`src/rtl/pipe_pkg.sv`:
```
// Shared types and constants for the pipeline skid-register stage.
package pipe_pkg;

    localparam int unsigned PIPE_DEFAULT_WIDTH = 32;

    // 2'b11 is not a member; the stage recovers from it to ST_EMPTY.
    typedef enum logic [1:0] {
        ST_EMPTY = 2'b00,
        ST_HALF  = 2'b01,
        ST_FULL  = 2'b10
    } pipe_state_t;

endpackage

```
`src/rtl/sat_cnt32.sv`:
```
// 32-bit event counter that sticks at all-ones; clr is synchronous and wins over inc.
module sat_cnt32 (
    input  logic        clk,
    input  logic        clr,
    input  logic        inc,
    output logic [31:0] cnt
);

    logic [31:0] cnt_q;
    logic [31:0] cnt_d;

    always_comb begin
        cnt_d = cnt_q;
        if (inc && (cnt_q != '1)) begin
            cnt_d = cnt_q + 32'd1;
        end
    end

    always_ff @(posedge clk) begin
        if (clr) begin
            cnt_q <= '0;
        end else begin
            cnt_q <= cnt_d;
        end
    end

    assign cnt = cnt_q;

endmodule

```
`src/rtl/pipe_skid_reg.sv`:
```
// Valid/ready pipeline stage with a 2-entry skid buffer, registered in_ready and flush.
// Define PIPE_SKID_PERF_EN to add saturating stall_cnt / bubble_cnt outputs.
module pipe_skid_reg
    import pipe_pkg::*;
#(
    parameter int unsigned       WIDTH     = PIPE_DEFAULT_WIDTH,
    parameter logic [WIDTH-1:0]  NOP_VALUE = '0
) (
    input  logic             clk,
    input  logic             rst,
    input  logic             flush,
    input  logic             in_valid,
    output logic             in_ready,
    input  logic [WIDTH-1:0] in_data,
    output logic             out_valid,
    input  logic             out_ready,
    output logic [WIDTH-1:0] out_data
`ifdef PIPE_SKID_PERF_EN
    ,
    output logic [31:0]      stall_cnt,
    output logic [31:0]      bubble_cnt
`endif
);

    pipe_state_t      state_q;
    pipe_state_t      state_d;
    logic [WIDTH-1:0] main_q;
    logic [WIDTH-1:0] main_d;
    logic [WIDTH-1:0] skid_q;
    logic [WIDTH-1:0] skid_d;
    logic             acc_in;
    logic             acc_out;

    always_ff @(posedge clk) begin
        if (rst) begin
            state_q <= ST_EMPTY;
            main_q  <= NOP_VALUE;
            skid_q  <= NOP_VALUE;
        end else begin
            state_q <= state_d;
            main_q  <= main_d;
            skid_q  <= skid_d;
        end
    end

    // Flush overrides the handshake, so a coincident valid/ready pair is not a transfer.
    always_comb begin
        state_d = state_q;
        main_d  = main_q;
        skid_d  = skid_q;
        if (flush) begin
            state_d = ST_EMPTY;
            main_d  = NOP_VALUE;
            skid_d  = NOP_VALUE;
        end else begin
            case (state_q)
                ST_EMPTY: begin
                    if (acc_in) begin
                        state_d = ST_HALF;
                        main_d  = in_data;
                    end
                end
                ST_HALF: begin
                    case ({acc_in, acc_out})
                        2'b11: main_d = in_data;
                        2'b10: begin
                            state_d = ST_FULL;
                            skid_d  = in_data;
                        end
                        2'b01: begin
                            state_d = ST_EMPTY;
                            main_d  = NOP_VALUE;
                        end
                        default: ;
                    endcase
                end
                ST_FULL: begin
                    if (acc_out) begin
                        state_d = ST_HALF;
                        main_d  = skid_q;
                        skid_d  = NOP_VALUE;
                    end
                end
                default: begin
                    state_d = ST_EMPTY;
                    main_d  = NOP_VALUE;
                    skid_d  = NOP_VALUE;
                end
            endcase
        end
    end

    always_comb begin
        out_valid = (state_q != ST_EMPTY);
        in_ready  = (state_q != ST_FULL);
        out_data  = main_q;
        acc_in    = in_valid && in_ready;
        acc_out   = out_valid && out_ready;
    end

`ifdef PIPE_SKID_PERF_EN
    sat_cnt32 u_stall_cnt (
        .clk (clk),
        .clr (rst),
        .inc (out_valid && !out_ready),
        .cnt (stall_cnt)
    );

    sat_cnt32 u_bubble_cnt (
        .clk (clk),
        .clr (rst),
        .inc (!out_valid),
        .cnt (bubble_cnt)
    );
`endif

endmodule

```
`config.mk`:
```
export PLATFORM = sky130hd
export DESIGN_NAME = pipe_skid_reg
export DESIGN_NICKNAME = d
export VERILOG_FILES = /design/src/rtl/pipe_pkg.sv /design/src/rtl/sat_cnt32.sv /design/src/rtl/pipe_skid_reg.sv
export SDC_FILE = /design/constraint.sdc
export NUM_CORES = 1
export LEC_CHECK = 0
export BUFFER_PORTS_ARGS = -buffer_cell sky130_fd_sc_hd__clkbuf_2
export CELL_PAD_IN_SITES_DETAIL_PLACEMENT = 1
export CELL_PAD_IN_SITES_GLOBAL_PLACEMENT = 1
export CORE_MARGIN = 2
export CORE_UTILIZATION = 29
export DETAILED_ROUTE_END_ITERATION = 8
export HOLD_SLACK_MARGIN = 0.1
export PLACE_DENSITY = 0.6
export SLEW_MARGIN = 10
export SYNTH_ARGS = -nofsm -noshare
export SYNTH_HDL_FRONTEND = slang
export SYNTH_SLANG_ARGS = --single-unit
```
`constraint.sdc`:
```
create_clock -name clk -period 2.5 [get_ports clk]
set_clock_uncertainty 0.15 [all_clocks]
set_input_delay 0.25 -clock clk [delete_from_list [all_inputs] [get_ports clk]]
set_output_delay 0.25 -clock clk [all_outputs]
set_load 0.1 [all_outputs]
```
==> results_dict.tcl, run 1 <==
set metrics [dict create \
    status "finished, final reports clean" \
    fin_crit_ps 2217 \
    synth_top_area_cell "dfxtp_1" \
    yosysSeqAreaShare 0.4515 \
    drc_errors 0 \
    synth_xor_area_frac 0 \
    synth_ff_type "dfxtp_1" \
    synth_top_family_by_area "simple AND/OR/NAND/NOR gates" \
    setup_ws_ps 283.4 \
    cp_cell_sequence "nand2b_2 -> buf_4 -> buf_12" \
    synth_compound_area_frac 0.1911 \
    area_delta_synth_final_pct 35.40 \
    ios 71 \
    cp_slowest_stage_delay_ps 460 \
    cts_tree "yes" \
    power_density_nw_per_um2 605.5 \
    maxCapViolCount 0 \
    wl_per_cell_um 16.60 \
    critical_path.max_fanout 18 \
    yosys_register_bits 66 \
    wl_mm 9.527 \
    hold_ws_ps 120.4 \
    yosys-top-cells-area "dfxtp_1, nand2_1, a221o_1, nand3b_1, a31oi_1" \
    cts_max_path_buffers 2 \
    cts_buffers 9 \
    die_y_um 104.5 \
    pre_cts_slack_ps 561.7 \
    clk_pin_slew_ps 70 \
    synth_cell_types 24 \
    final_cell_mix "nand2_1, clkbuf_2, dfxtp_1" \
    p_leak_uw 0.001392 \
    cts_max_level 3 \
    ir_drop_mv 0.2127 \
    antenna_left 0 \
    synth_mux_area_frac 0.007268 \
    grt_pass1_wl_mm 16.00 \
    start_util 0.2994 \
    drt-initial-drc-count 119 \
    mostFrequentLayoutCell "nand2_1" \
    clkSinkCount 66 \
    multi_input_area_um2 1453 \
    clockRootBuffer "clkbuf_8" \
    dp_hpwl_mm 5.979 \
    dr.pass1.iters 4 \
    fin_crit_sh 0.8866 \
    antenna_cells 0 \
    synthesis.area_um2 2927 \
    antenna_found_initial 0 \
    synthAdderAreaFrac 0 \
    netlist_instances 343 \
    fillers 1194 \
    rsz0062_at_grt "false" \
    nNetsFinal 473 \
    clock.fmax_mhz 451.1 \
    slowest_stage "dfxtp_1" \
    placed_area_um2 3446 \
    dieWidth_um 104.5 \
    fin_tns_setup_ps 0 \
    crit_required_ps 2100 \
    setup_viol 0 \
    total_power_uw 2399 \
    avgViaCountPerCell 5.152 \
    slew_violations 0 \
    synth-simple-area-share 0.2890 \
    synth.avg_cell_area_um2 8.532 \
    overflow 0 \
    design_area_um2 3963 \
    place.port_buffers 70 \
    syn_nets 380 \
    grt_max_degree 32 \
    grtUsageTotal 0.1825 \
    row_count 36 \
    ys.warnings.count 0 \
    first_global_vias 3099 \
    via_count 2957 \
    clock_latency_ps 340 \
    cp-end-kind "output port" \
    timing.slew.headroom 0.6335 \
    hold_violations 0 \
    cp.arrival_ps 1820 \
    hp-class "input pin to register" \
    core_area_um2 9774 \
    die-area_um2 10910 \
    synthArstFlopShare 0 \
    start_kind "register" \
    regArea_um2 1321 \
    critical_path_class "register to output port" \
    netlist.area_leader.share 0.4515 \
    gp_congestion 0.7853 \
    drive_above_1_share 0.2449 \
    tightest_slew_ps 549.8 \
    synth_edf_count 0 \
]
-- flip-flops by register name, indices dropped and copies added (netlist names) --
| signal | cells |
|---|---|
| out_data | 32 |
| skid_q | 32 |
| state_q | 2 |
-- layer usage --
metal | share of wire | GRT usage
met1 | 0.49 | 0.2479
met2 | 0.46 | 0.2965
met3 | 0.030 | 0.02820
met4 | 0.014 | 0.05792
met5 | 0 | 0
-- Yosys cell counts, drive strengths merged (2+ instances only) --
cell / n
nand2b: 2
a221o: 32
or3: 2
a21oi: 2
nor2b: 2
nor3: 32
buf: 21
or2: 2
a31oi: 32
nand3b: 32
clkbuf: 14
dfxtp: 66
nand2: 97
-- path summary, 6_finish.rpt --
path / from / end / slack [ps] / cells after the start
max: state_q[0] / in_ready / 280 / 3
min: rst / state_q[1] / 120 / 3
max reg2reg: state_q[0] / out_data[31] / 580 / 4
min reg2reg: out_data[8] / out_data[8] / 340 / 1
-- kinds of logic after synthesis --
| logic type | after synthesis |
|---|---|
| multiplexers | 2 |
| buffers and inverters | 35 |
| AND/OR/NAND/NOR | 172 |
| flip-flops | 66 |
| AO/OA/AOI/OAI | 68 |
-- worst max-delay path: cells and delay by family (launching register included) --
kind | cells | cell delay (ps)
buffers and inverters | 2 | 550
flip-flops | 1 | 460
AND/OR/NAND/NOR | 1 | 460
-- metrics by stage --
step / utilization / std cells
3_3_place_gp: 0.3525 / 526
5_1_grt: 0.4054 / 574
4_1_cts: 0.4054 / 574
3_5_place_dp: 0.3525 / 526
6_report: 0.4054 / 574
2_1_floorplan: - / 343
-- power breakdown --
group	internal [uW]	switching (uW)
registers	1070	16.0
clock network	489	433
logic	120	267
-- repair_timing --
action,CTS,global route
buffers inserted,0,0
gates resized for setup,0,0
hold endpoints to repair,64,0
hold buffers,32,0
-- cell type report --
cell class	instances	area share
clock buffers	12	0.03663
clock inverters	4	0.01295
multi-input cells	242	0.3666
repair buffers	117	0.2084
well taps	133	0.04200
flip-flops and latches	66	0.3334
Power figures use the tool's default switching activity.
==> run 2: changes to the inputs <==
--- a/config.mk
+++ b/config.mk
@@ -9,10 +9,11 @@
 export CELL_PAD_IN_SITES_DETAIL_PLACEMENT = 1
 export CELL_PAD_IN_SITES_GLOBAL_PLACEMENT = 1
 export CORE_MARGIN = 2
-export CORE_UTILIZATION = 29
+export CORE_UTILIZATION = 37
 export DETAILED_ROUTE_END_ITERATION = 8
 export HOLD_SLACK_MARGIN = 0.1
-export PLACE_DENSITY = 0.6
+export PLACE_DENSITY = 0.73
+export RECOVER_POWER = 50
 export SLEW_MARGIN = 10
 export SYNTH_ARGS = -nofsm -noshare
 export SYNTH_HDL_FRONTEND = slang
==> run 2 against run 1 <==
  * Non-clock buffer count unchanged
  * Global-route usage up 3.2 points
  * Sequential power about the same
  * Cell area down 2.5%
  * Worst setup slack better by 200 ps
  * Via count up 0.34%
  * Maximum frequency up 9.7%
  * Register-to-register slack worse by 80 ps
  * Hold slack better by 12 ps
  * Critical path depth up 3
  * Critical endpoint is now out_data[25]
  * Largest cell class unchanged
==> results_dict.tcl, run 2 (synthesized netlist as in run 1, its figures left out) <==
set metrics [dict create \
    dieWidth_um 92.94 \
    tightest_slew_ps 1209 \
    avgViaCountPerCell 5.464 \
    rsz0062_at_grt "false" \
    cp_cell_sequence "dlygate4sd3_1 -> clkbuf_2 -> or3_1 -> o22ai_4 -> buf_12 -> a221o_1" \
    p_leak_uw 0.001275 \
    ios 71 \
    antenna_cells 0 \
    cp-end-kind "register" \
    placed_area_um2 3377 \
    drt-initial-drc-count 170 \
    setup_viol 0 \
    antenna_found_initial 0 \
    maxCapViolCount 0 \
    crit_required_ps 2640 \
    clock_latency_ps 340 \
    fin_crit_sh 0.8080 \
    cts_tree "yes" \
    wl_per_cell_um 16.32 \
    fillers 959 \
    hp-class "input pin to register" \
    grtUsageTotal 0.2148 \
    gp_congestion 0.7714 \
    slew_violations 0 \
    cts_buffers 9 \
    via_count 2967 \
    place.port_buffers 70 \
    core_area_um2 7687 \
    final_cell_mix "nand2_1, dfxtp_1, clkbuf_2" \
    clock.fmax_mhz 495.1 \
    slowest_stage "dlygate4sd3_1" \
    min_path_cells 3 \
    cts_max_path_buffers 2 \
    status "finished, final reports clean" \
    power_density_nw_per_um2 620.9 \
    clk_pin_slew_ps 70 \
    mostFrequentLayoutCell "nand2_1" \
    overflow 0 \
    critical_path.max_fanout 19 \
    cp.arrival_ps 2160 \
    ir_drop_mv 0.2496 \
    row_count 32 \
    die_y_um 92.94 \
    grt_max_degree 66 \
    wl_mm 8.864 \
    place_inst 493 \
    dp_hpwl_mm 5.474 \
    total_power_uw 2398 \
    critical_path_class "input pin to register" \
    die-area_um2 8637 \
    timing.slew.headroom 0.1976 \
    cp_slowest_stage_delay_ps 540 \
    start_util 0.3807 \
    hold_violations 0 \
    start_kind "input pin" \
    drc_errors 0 \
    first_global_vias 3065 \
    clockRootBuffer "clkbuf_8" \
    dr.pass1.iters 4 \
    worst-r2r-cell-count 5 \
    drive_above_1_share 0.1655 \
    area_delta_synth_final_pct 31.98 \
    clkSinkCount 66 \
    layout.cells.non_filler 543 \
    grt_pass1_wl_mm 14.93 \
    design_area_um2 3862 \
    cts_max_level 3 \
    fin_crit_ps 2020 \
    finish.utilization 0.5024 \
    antenna_left 0 \
    fin_tns_setup_ps 0 \
    nNetsFinal 473 \
]
[run 2: critical path: cells and delay by family]
kind                   cells  cell delay [ps]
AND/OR/NAND/NOR            1              410
AO/OA/AOI/OAI              2              600
buffers and inverters      3              890
[run 2: worst paths after layout]
path                                  start            to  slack, ps
worst min-delay path                    rst    state_q[1]        130
worst min register to register  out_data[9]   out_data[9]        340
worst max register to register   state_q[1]     skid_q[3]        500
worst max-delay path                  flush  out_data[25]        480
[run 2: routing by layer]
metal	global-route usage	vias to the layer above	wire (um)
met3	0.04557	8	392
met5	0	-	0
li1	-	1430	-
met1	0.2783	1466	4074
met4	0.06005	0	89
met2	0.3611	63	4308
[run 2: layout make-up]
| type | instances | area [um2] | share of cell area |
|---|---|---|---|
| Multi-Input combinational cell | 242 | 1435 | 0.3716 |
| Sequential cell | 66 | 1321 | 0.3421 |
| Clock buffer | 12 | 155.1 | 0.04017 |
| Clock inverter | 4 | 50.05 | 0.01296 |
| Tap cell | 102 | 127.6 | 0.03304 |
| Timing Repair Buffer | 117 | 773.2 | 0.2002 |
[run 2: stage by stage]
stage	setup slack [ps]	hold WS [ps]
detailed placement	426.5	324.8
floorplan	669.7	239.3
global route	298.8	164.5
finish	480.0	132.0
CTS	487.8	127.4
global placement	566.7	318.3
[run 2: power breakdown]
part           leakage, uW  total (uW)  internal, uW  switching (uW)
logic             0.000641         372           110             263
registers         0.000535        1090          1070            16.3
clock network    0.0000986         935           514             422
[run 2: what timing repair did]
item | CTS | global route
hold buffers | 34 | 0
gates resized for setup | 0 | 0
endpoints found under the hold margin | 65 | 0
buffers inserted | 0 | 0
